### src/rtl/uart_rx_fifo.sv
// Receive buffer behind the UART receiver: edge-detected byte capture into a FWFT circular FIFO
// with level, threshold interrupt and sticky overrun. Optional error filter: UART_RXF_ERR_FILTER_EN.
module uart_rx_fifo #(
  parameter int ADDR_W = 4,
  parameter int THRESH = 8
) (
  input  logic              clk,
  input  logic              rst,
  input  logic              rx_done,
  input  logic [7:0]        rx_data,
  input  logic              parity_error,
  input  logic              framing_error,
  input  logic              rd_ready,
  input  logic              flush,
  input  logic              clr_overrun,
  output logic              rd_valid,
  output logic [7:0]        rd_data,
  output logic              rd_perr,
  output logic              rd_ferr,
  output logic [ADDR_W:0]   level,
  output logic              thr_irq,
  output logic              overrun
`ifdef UART_RXF_ERR_FILTER_EN
  ,
  output logic [7:0]        err_cnt
`endif
);

  localparam int DEPTH = 2**ADDR_W;
  localparam logic [ADDR_W:0] LVL_FULL = (ADDR_W+1)'(DEPTH);
  localparam logic [ADDR_W:0] LVL_THR  = (ADDR_W+1)'(THRESH);

  logic [9:0]        mem [DEPTH];
  logic [ADDR_W-1:0] wr_ptr;
  logic [ADDR_W-1:0] rd_ptr;
  logic              rx_done_q;
  logic              wr_stb;
  logic              full;
  logic              pop;
  logic              push;
  logic              drop;
  logic [9:0]        head;

  assign wr_stb   = rx_done & ~rx_done_q;
  assign full     = (level == LVL_FULL);
  assign rd_valid = (level != '0);
  assign pop      = rd_valid & rd_ready;

`ifdef UART_RXF_ERR_FILTER_EN
  logic err_in;
  assign err_in = parity_error | framing_error;
  assign push   = wr_stb & ~err_in & (~full | pop);
  assign drop   = wr_stb & ~err_in & full & ~pop;
`else
  assign push   = wr_stb & (~full | pop);
  assign drop   = wr_stb & full & ~pop;
`endif

  assign head    = mem[rd_ptr];
  assign rd_data = rd_valid ? head[7:0] : '0;
`ifdef UART_RXF_ERR_FILTER_EN
  assign rd_perr = 1'b0;
  assign rd_ferr = 1'b0;
`else
  assign rd_perr = rd_valid & head[8];
  assign rd_ferr = rd_valid & head[9];
`endif
  assign thr_irq = (level >= LVL_THR);

  // rx_done_q resets high so a byte straddling reset release is not captured
  always_ff @(posedge clk or negedge rst) begin
    if (!rst) begin
      rx_done_q <= 1'b1;
      wr_ptr    <= '0;
      rd_ptr    <= '0;
      level     <= '0;
      overrun   <= 1'b0;
    end else begin
      rx_done_q <= rx_done;
      if (flush) begin
        wr_ptr <= '0;
        rd_ptr <= '0;
        level  <= '0;
      end else begin
        if (push)
          wr_ptr <= wr_ptr + ADDR_W'(1);
        if (pop)
          rd_ptr <= rd_ptr + ADDR_W'(1);
        if (push && !pop)
          level <= level + (ADDR_W+1)'(1);
        else if (pop && !push)
          level <= level - (ADDR_W+1)'(1);
      end
      if (drop && !flush)
        overrun <= 1'b1;
      else if (clr_overrun)
        overrun <= 1'b0;
    end
  end

  always_ff @(posedge clk) begin
    if (push && !flush)
      mem[wr_ptr] <= {framing_error, parity_error, rx_data};
  end

`ifdef UART_RXF_ERR_FILTER_EN
  always_ff @(posedge clk or negedge rst) begin
    if (!rst)
      err_cnt <= '0;
    else if (flush)
      err_cnt <= '0;
    else if (wr_stb && err_in && err_cnt != 8'hFF)
      err_cnt <= err_cnt + 8'd1;
  end
`endif

endmodule

### config.mk
export PLATFORM = sky130hd
export DESIGN_NAME = uart_rx_fifo
export DESIGN_NICKNAME = d
export VERILOG_FILES = /design/src/rtl/uart_rx_fifo.sv
export SDC_FILE = /design/constraint.sdc
export NUM_CORES = 1
export LEC_CHECK = 0
export CORE_MARGIN = 2
export CORE_UTILIZATION = 64
export CTS_CLUSTER_DIAMETER = 200
export CTS_CLUSTER_SIZE = 12
export DETAILED_ROUTE_END_ITERATION = 7
export PLACE_DENSITY = 0.88
export SLEW_MARGIN = 40
export SYNTH_ARGS = -nofsm -noshare
export SYNTH_HDL_FRONTEND = slang
export SYNTH_SLANG_ARGS = --single-unit
### constraint.sdc
create_clock -name clk -period 7.7 [get_ports clk]
set_input_delay 1.54 -clock clk [delete_from_list [all_inputs] [get_ports clk]]
set_output_delay 1.54 -clock clk [all_outputs]
set_load 0.02 [all_outputs]
==> impl_metrics.env, run 1 <==
export IMPL_outcome="finished clean"
export IMPL_crit_slowest_cell="dfrtp_2"
export IMPL_grt_pass1_vias=3817
export IMPL_holdCritPathClass="flop to flop"
export IMPL_post_route_util=0.751
export IMPL_relSlewSlack=0.487
export IMPL_fp_dieArea_um2=11900
export IMPL_diodes=0
export IMPL_finalHoldViolations=0
export IMPL_fp_row_count=38
export IMPL_synth_warnings=0
export IMPL_layout_nets=439
export IMPL_fillers=604
export IMPL_wirelength_um=15100
export IMPL_cts_tree="built"
export IMPL_finalSetupViolations=0
export IMPL_synth_area_per_cell_um2=19.5
export IMPL_power_density_nw_per_um2=292
export IMPL_drc=0
export IMPL_netlist_cell_type_count=35
export IMPL_port_buffer_count=33
export IMPL_cts_root_buf="clkbuf_8"
export IMPL_period_needed_ns=4.82
export IMPL_rr_worst_depth=10
export IMPL_path_cells="buf_4 -> mux4_2 -> mux2i_1 -> o22ai_1 -> clkdlybuf4s50_1"
export IMPL_routedWlPerCell_um=26.8
export IMPL_gp_congestion=0.808
export IMPL_num_vias=3677
export IMPL_io_pins=34
export IMPL_dpl_hpwl_um=9250
export IMPL_finalCritPeriodShare=0.626
export IMPL_ant_nets=0
export IMPL_cts_buffers=17
export IMPL_viasPerCell=6.50
export IMPL_grt_pass1_wl_um=23000
export IMPL_clk_latency_ns=0.54
export IMPL_synthCells=364
export IMPL_grt_overflow_total=0
export IMPL_synth_largest_area_cell="edfxtp_1"
export IMPL_drt_first_pass_iters=5
export IMPL_rsz0062_at_grt="false"
export IMPL_synth_edf_count=160
export IMPL_ff2ff_setup_slack_ns=4.59
export IMPL_async_flop_share=0.0857
export IMPL_slew_viol_final=0
export IMPL_path_clk_slew_ns=0.06
export IMPL_cts_resized_gates=0
export IMPL_netlist_top_cells_area="edfxtp_1 (68%), mux4_2 (13%), dfrtp_1 (4.9%), mux2i_1 (2.8%), ha_1 (1.6%)"
export IMPL_first_iter_violations=412
export IMPL_worstPathRequired_ns=6.16
export IMPL_max_stage_delay_ns=0.71
export IMPL_crit_path_end_kind="output port"
export IMPL_worstSetupPathType="flop to output port"
export IMPL_finalPower_mw=2.38
export IMPL_maxCapViolCount=0
export IMPL_die_x_um=109
export IMPL_ctsHoldBuffers=0
export IMPL_grt_max_degree=31
export IMPL_cp_start_kind="flop"
export IMPL_cts_setup_buffers=0
export IMPL_design_core_area_um2=10800
export IMPL_cts_sinks=175
export IMPL_clock_path_buffers=2
export IMPL_ys_seq_elements=175
export IMPL_seq_area_frac_synth=0.731
export IMPL_power_leakage_nw=2.60
export IMPL_cp_data_arrival_time_ns=3.28
export IMPL_ir_worst_vdd_uv=237
export IMPL_tns_ns=0
export IMPL_synth_top_flop_cell="edfxtp_1"
export IMPL_skew_ns=0.0111
export IMPL_initial_core_util=0.654
export IMPL_die_h_um=109
export IMPL_drive_above_1_share=0.235
export IMPL_hold_end="overrun"
export IMPL_antenna_found_initial=0
export IMPL_netlist_area_leader_share=0.678
export IMPL_hold_depth=2
export IMPL_syn_to_final_growth_pct=15.0
export IMPL_synth_nets=390
export IMPL_htree_num_levels=4
export IMPL_tightestPinTransition_ns=0.767
export IMPL_hp_start="overrun"
export IMPL_critPathMaxFanout=27
export IMPL_synth_area_um2=7090
export IMPL_r2r_end="level[4]"
export IMPL_fmax_ghz=0.208
export IMPL_timing_rr_start="level[1]"
export IMPL_grt_usage=0.283
[where the power goes]
part | leakage [nW] | internal [mW] | switching (mW) | total (mW)
clock network | 0.240 | 0.395 | 0.357 | 0.751
registers | 1.63 | 1.06 | 0.0463 | 1.10
logic | 0.723 | 0.259 | 0.269 | 0.528
total | 2.60 | 1.71 | 0.672 | 2.38
[worst max-delay path by stage]
stage / end / start / slack, ns / depth (start not counted)
2_1_floorplan: mem[3][0] / rd_ready / 4.38 / 5
3_5_place_dp: mem[2][9] / rd_ready / 3.32 / 7
5_1_grt: rd_data[0] / rd_ptr[1] / 2.70 / 5
3_3_place_gp: rd_data[2] / rd_ptr[1] / 3.53 / 5
6_report: rd_data[0] / rd_ptr[1] / 2.88 / 5
4_1_cts: rd_data[0] / rd_ptr[1] / 2.82 / 5
[cell type report]
| type | count | area [um^2] | area share |
|---|---|---|---|
| sequential | 175 | 5180 | 0.636 |
| multi-input combinational | 167 | 1820 | 0.223 |
| timing repair buffer | 48 | 443 | 0.0544 |
| clock buffer | 18 | 418 | 0.0513 |
| tap | 140 | 175 | 0.0215 |
| clock inverter | 14 | 92.6 | 0.0114 |
| inverter | 4 | 15.0 | 0.00184 |
[layer usage]
| metal | GRT usage | routed length, um | vias up |
|---|---|---|---|
| li1 | - | - | 1564 |
| met1 | 0.362 | 5620 | 1887 |
| met2 | 0.471 | 7990 | 191 |
| met3 | 0.0819 | 1190 | 35 |
| met4 | 0.0940 | 346 | 0 |
| met5 | 0 | 0 | - |
[synthesized netlist by cell type (all sizes together), types with 2 or more instances]
cell type  number
a21oi           6
buf            16
clkbuf          2
dfrtp          14
edfxtp        160
ha              9
inv             4
mux2            4
mux2i          20
mux4           40
nand2          13
nand2b          5
nand3           8
nor2           23
nor2b           2
nor3            5
o21ai           2
o22ai          10
xnor2           4
xor2            4
[state kept, by name, summed over array words and instances (netlist names)]
signal and cells:
mem 160, rx_done_q 1, level 5, overrun 1, wr_ptr 4, rd_ptr 4
[through the flow]
| step | instances | setup WS, ns | hold WS [ns] | cell area (um^2) |
|---|---|---|---|---|
| floorplan | 364 | 4.38 | 0.537 | 7090 |
| global placement | 534 | 3.53 | 0.527 | 7610 |
| detailed placement | 534 | 3.32 | 0.526 | 7620 |
| CTS | 566 | 2.82 | 0.543 | 8130 |
| global route | 566 | 2.70 | 0.571 | 8150 |
| finish | 566 | 2.88 | 0.536 | 8150 |
[layout by cell type, fill, tap and decap left out, types with 4 or more instances in the layout]
master,synthesis,routed
a21oi_1,6,6
inv_1,4,4
nor2_2,0,6
nor2_1,23,17
mux2i_1,20,20
buf_4,3,15
xnor2_1,4,4
o22ai_1,10,10
mux2_2,4,4
clkbuf_16,0,16
nand2_1,13,13
nor3_1,5,4
ha_1,9,9
dfrtp_1,14,12
edfxtp_1,160,160
mux4_2,40,40
nand3_1,8,8
xor2_1,4,4
nand2b_1,5,5
clkdlybuf4s50_1,0,33
[kinds of logic (layout without fill, tap and decap cells)]
logic type | count (synthesis) | count (layout) | synth area share
AOI/OAI and AO/OA | 23 | 23 | 0.0212
xor gates and xnor gates | 8 | 8 | 0.00989
adders and majority gates | 10 | 10 | 0.0187
buffers and inverters | 22 | 84 | 0.0150
DFF | 175 | 175 | 0.731
muxes | 64 | 64 | 0.162
and+or+nand+nor | 62 | 62 | 0.0422
[critical path: cells and delay by family, from the launching register on]
family / cells / cell delay (ns)
buffers and inverters: 2 / 1.08
AO/OA/AOI/OAI: 1 / 0.14
multiplexers: 2 / 0.79
flip-flops: 1 / 0.71
(Power assumes the default switching activity.)
==> run 2, diff against run 1 <==
--- a/config.mk
+++ b/config.mk
@@ -6,11 +6,11 @@
 export NUM_CORES = 1
 export LEC_CHECK = 0
 export CORE_MARGIN = 2
-export CORE_UTILIZATION = 64
+export CORE_UTILIZATION = 60
 export CTS_CLUSTER_DIAMETER = 200
 export CTS_CLUSTER_SIZE = 12
 export DETAILED_ROUTE_END_ITERATION = 7
-export PLACE_DENSITY = 0.88
+export PLACE_DENSITY = 0.83
 export SLEW_MARGIN = 40
 export SYNTH_ARGS = -nofsm -noshare
 export SYNTH_HDL_FRONTEND = slang
==> constraint.sdc (replaced) <==
create_clock -name clk -period 4.5 [get_ports clk]
set_input_delay 0.9 -clock clk [delete_from_list [all_inputs] [get_ports clk]]
set_output_delay 0.9 -clock clk [all_outputs]
set_load 0.02 [all_outputs]
==> impl_metrics.env, run 2 (synthesized netlist as in run 1, its figures left out) <==
export IMPL_outcome="finished clean"
export IMPL_power_leakage_nw=2.65
export IMPL_period_needed_ns=3.83
export IMPL_port_buffer_count=33
export IMPL_syn_to_final_growth_pct=16.3
export IMPL_fp_row_count=39
export IMPL_r2r_end="level[4]"
export IMPL_grt_pass1_wl_um=21500
export IMPL_design_core_area_um2=11500
export IMPL_tightestPinTransition_ns=0.659
export IMPL_fmax_ghz=0.261
export IMPL_drc=0
export IMPL_post_route_util=0.719
export IMPL_cts_resized_gates=0
export IMPL_critPathMaxFanout=24
export IMPL_timing_rr_start="level[1]"
export IMPL_ant_nets=0
export IMPL_drt_first_pass_iters=4
export IMPL_cts_buffers=17
export IMPL_ctsHoldBuffers=0
export IMPL_layout_setup_ws_ns=0.668
export IMPL_cp_start_kind="flop"
export IMPL_htree_num_levels=4
export IMPL_finalSetupViolations=0
export IMPL_top_register="mem"
export IMPL_ir_worst_vdd_uv=392
export IMPL_detailedPlace_worstSlack_ns=1.08
export IMPL_antenna_found_initial=0
export IMPL_die_x_um=113
export IMPL_largest_registers="mem x160, level x5"
export IMPL_multi_input_area_um2=1800
export IMPL_io_pins=34
export IMPL_cts_tree="built"
export IMPL_viasPerCell=6.24
export IMPL_cp_data_arrival_time_ns=2.93
export IMPL_gp_congestion=0.833
export IMPL_largest_register_ffs=160
export IMPL_register_area_um2=5180
export IMPL_layout_cells_non_filler=574
export IMPL_hold_depth=2
export IMPL_ff2ff_setup_slack_ns=1.49
export IMPL_drive_above_1_share=0.234
export IMPL_holdCritPathClass="flop to flop"
export IMPL_slew_viol_final=0
export IMPL_fillers=689
export IMPL_cts_sinks=175
export IMPL_diodes=0
export IMPL_initial_core_util=0.618
export IMPL_clk_latency_ns=0.43
export IMPL_num_vias=3582
export IMPL_fp_dieArea_um2=12700
export IMPL_final_common_cell="edfxtp_1"
export IMPL_dpl_hpwl_um=8740
export IMPL_layout_nets=444
export IMPL_cts_setup_buffers=0
export IMPL_crit_path_end_kind="output port"
export IMPL_tns_ns=0
export IMPL_hold_end="overrun"
export IMPL_relSlewSlack=0.559
export IMPL_rr_worst_depth=10
export IMPL_routedWlPerCell_um=23.8
export IMPL_grt_max_degree=31
export IMPL_worstSetupPathType="flop to output port"
export IMPL_first_iter_violations=382
export IMPL_finalHoldViolations=0
export IMPL_power_density_nw_per_um2=506
export IMPL_clock_path_buffers=2
export IMPL_final_cell_mix="edfxtp_1 (160), mux4_2 (40), clkdlybuf4s50_1 (33)"
export IMPL_grt_overflow_total=0
export IMPL_path_clk_slew_ns=0.06
export IMPL_die_h_um=113
export IMPL_worstPathRequired_ns=3.60
export IMPL_cts_root_buf="clkbuf_16"
export IMPL_place_inst=542
export IMPL_finalCritPeriodShare=0.851
export IMPL_hp_start="overrun"
export IMPL_grt_usage=0.237
export IMPL_grt_pass1_vias=3796
export IMPL_skew_ns=0.0119
export IMPL_wirelength_um=13700
export IMPL_rsz0062_at_grt="false"
export IMPL_maxCapViolCount=0
run 2: worst max path at each step:
| stage | start | endpoint | cells after the start | slack, ns |
|---|---|---|---|---|
| finish | rd_ptr[1] | rd_perr | 5 | 0.67 |
| global route | level[1] | rd_data[1] | 5 | 0.53 |
| CTS | rd_ptr[0] | rd_data[1] | 5 | 0.62 |
| detailed placement | rd_ready | mem[15][5] | 7 | 1.08 |
| global placement | rd_ready | mem[15][2] | 7 | 1.12 |
| floorplan | level[1] | level[4] | 11 | 1.70 |
run 2: area by class of cell:
class                           count  share of cell area
Sequential cell                   175               0.629
Multi-Input combinational cell    167               0.218
Timing Repair Buffer               53              0.0613
Clock buffer                       18              0.0521
Tap cell                          143              0.0217
Clock inverter                     14              0.0159
Inverter                            4             0.00182
run 2: power by group:
part / internal (mW) / leakage, nW / switching (mW)
Sequential: 1.81 / 1.63 / 0.0977
Combinational: 0.458 / 0.752 / 0.426
Clock: 0.769 / 0.265 / 0.611
Total: 3.03 / 2.65 / 1.13
run 2: critical path: stages (launching register included):
cell and delay [ns]:
dfrtp_2 0.73, buf_12 0.29, mux4_2 0.55, mux2i_1 0.19, o22ai_1 0.15, clkdlybuf4s50_1 0.58
run 2: stage by stage:
stage / instance area (um^2) / total power [mW] / hold WS (ns)
after floorplan: 7090 / 2.51 / 0.537
after global placement: 7680 / 2.80 / 0.512
after detailed placement: 7680 / 2.83 / 0.539
after CTS: 8240 / 4.20 / 0.549
after global routing: 8240 / 4.34 / 0.592
final: 8240 / 4.17 / 0.542
run 2: layer usage:
metal  global-route usage  routed length, um  vias to the layer above
li1                     -                  -                     1581
met2                0.368               6900                      135
met3               0.0551                825                       34
met5                    0                  0                        -
met4                0.115                395                        0
met1                0.323               5560                     1832
==> run 3, diff against run 2 <==
--- a/config.mk
+++ b/config.mk
@@ -11,6 +11,7 @@
 export CTS_CLUSTER_SIZE = 12
 export DETAILED_ROUTE_END_ITERATION = 7
 export PLACE_DENSITY = 0.83
+export RECOVER_POWER = 100
 export SLEW_MARGIN = 40
 export SYNTH_ARGS = -nofsm -noshare
 export SYNTH_HDL_FRONTEND = slang
==> impl_metrics.env, run 3 (synthesized netlist as in run 1, its figures left out) <==
export IMPL_outcome="finished clean"
export IMPL_largest_registers="mem x160, level x5"
export IMPL_fillers=703
export IMPL_routedWlPerCell_um=23.9
export IMPL_fp_row_count=39
export IMPL_worstSetupPathType="flop to output port"
export IMPL_critPathMaxFanout=24
export IMPL_path_clk_slew_ns=0.06
export IMPL_period_needed_ns=3.95
export IMPL_antenna_found_initial=0
export IMPL_final_cell_mix="edfxtp_1 (160), mux4_2 (40), dlygate4sd3_1 (30)"
export IMPL_relSlewSlack=0.436
export IMPL_grt_pass1_vias=3796
export IMPL_fin_hold_ws_ns=0.539
export IMPL_syn_to_final_growth_pct=15.5
export IMPL_dpl_hpwl_um=8740
export IMPL_hold_depth=2
export IMPL_largest_register_ffs=160
export IMPL_holdCritPathClass="flop to flop"
export IMPL_layout_nets=444
export IMPL_cts_sinks=175
export IMPL_tns_ns=0
export IMPL_grt_pass1_wl_um=21500
export IMPL_clock_path_buffers=2
export IMPL_hp_start="overrun"
export IMPL_die_x_um=113
export IMPL_grt_max_degree=31
export IMPL_timing_rr_start="level[1]"
export IMPL_grt_overflow_total=0
export IMPL_multi_input_area_um2=1800
export IMPL_final_common_cell="edfxtp_1"
export IMPL_initial_core_util=0.618
export IMPL_fmax_ghz=0.253
export IMPL_gp_congestion=0.833
export IMPL_cts_resized_gates=0
export IMPL_worstPathRequired_ns=3.60
export IMPL_drive_above_1_share=0.197
export IMPL_skew_ns=0.00894
export IMPL_top_register="mem"
export IMPL_ant_nets=0
export IMPL_finalSetupViolations=0
export IMPL_drt_first_pass_iters=4
export IMPL_slew_viol_final=0
export IMPL_rr_worst_depth=10
export IMPL_htree_num_levels=4
export IMPL_cp_start_kind="flop"
export IMPL_rsz0062_at_grt="false"
export IMPL_cp_data_arrival_time_ns=3.05
export IMPL_cts_setup_buffers=0
export IMPL_hold_end="overrun"
export IMPL_drc=0
export IMPL_grt_usage=0.237
export IMPL_maxCapViolCount=0
export IMPL_r2r_end="level[4]"
export IMPL_design_core_area_um2=11500
export IMPL_power_density_nw_per_um2=506
export IMPL_fp_dieArea_um2=12700
export IMPL_clk_latency_ns=0.43
export IMPL_tightestPinTransition_ns=0.847
export IMPL_cts_root_buf="clkbuf_16"
export IMPL_register_area_um2=5180
export IMPL_num_vias=3528
export IMPL_wirelength_um=13700
export IMPL_ff2ff_setup_slack_ns=1.50
export IMPL_io_pins=34
export IMPL_first_iter_violations=401
export IMPL_ctsHoldBuffers=0
export IMPL_diodes=0
export IMPL_die_h_um=113
export IMPL_finalCritPeriodShare=0.878
export IMPL_finalHoldViolations=0
export IMPL_viasPerCell=6.15
export IMPL_cts_buffers=17
export IMPL_ir_worst_vdd_uv=375
export IMPL_cts_tree="built"
export IMPL_post_route_util=0.713
export IMPL_port_buffer_count=33
export IMPL_power_leakage_nw=2.61
export IMPL_crit_path_end_kind="output port"
[run 3: layout make-up]
class                           instances  area share
Timing Repair Buffer                   53      0.0544
Multi-Input combinational cell        167       0.220
Sequential cell                       175       0.634
Clock buffer                           18      0.0525
Clock inverter                         14      0.0161
Inverter                                4     0.00184
Tap cell                              143      0.0219
[run 3: power breakdown]
group	switching, mW	internal, mW	leakage, nW
Clock	0.614	0.769	0.265
Sequential	0.0969	1.81	1.63
Combinational	0.423	0.429	0.709
Total	1.13	3.00	2.61
[run 3: stage by stage]
stage / area (um^2) / total power, mW / setup slack [ns] / cells
global route: 8180 / 4.31 / 0.431 / 574
global placement: 7680 / 2.80 / 1.12 / 542
finish: 8180 / 4.14 / 0.550 / 574
floorplan: 7090 / 2.51 / 1.70 / 364
detailed placement: 7680 / 2.83 / 1.08 / 542
CTS: 8240 / 4.20 / 0.620 / 574
[run 3: per-layer routing]
layer / GRT usage / wire, um
met2: 0.368 / 7000
met4: 0.115 / 337
met3: 0.0551 / 937
met5: 0 / 0
met1: 0.323 / 5420
[run 3: worst max path at each step]
stage / cells past startpoint / slack, ns / end / start
floorplan: 11 / 1.70 / level[4] / level[1]
CTS: 5 / 0.62 / rd_data[1] / rd_ptr[0]
global placement: 7 / 1.12 / mem[15][2] / rd_ready
detailed placement: 7 / 1.08 / mem[15][5] / rd_ready
global route: 5 / 0.43 / rd_data[1] / rd_ptr[0]
finish: 5 / 0.55 / rd_perr / rd_ptr[1]
[run 3: critical path: stages (launching register included)]
cell and delay [ns]:
dfrtp_2 0.73, buf_12 0.29, mux4_2 0.55, mux2i_1 0.19, o22ai_1 0.15, dlygate4sd3_1 0.70
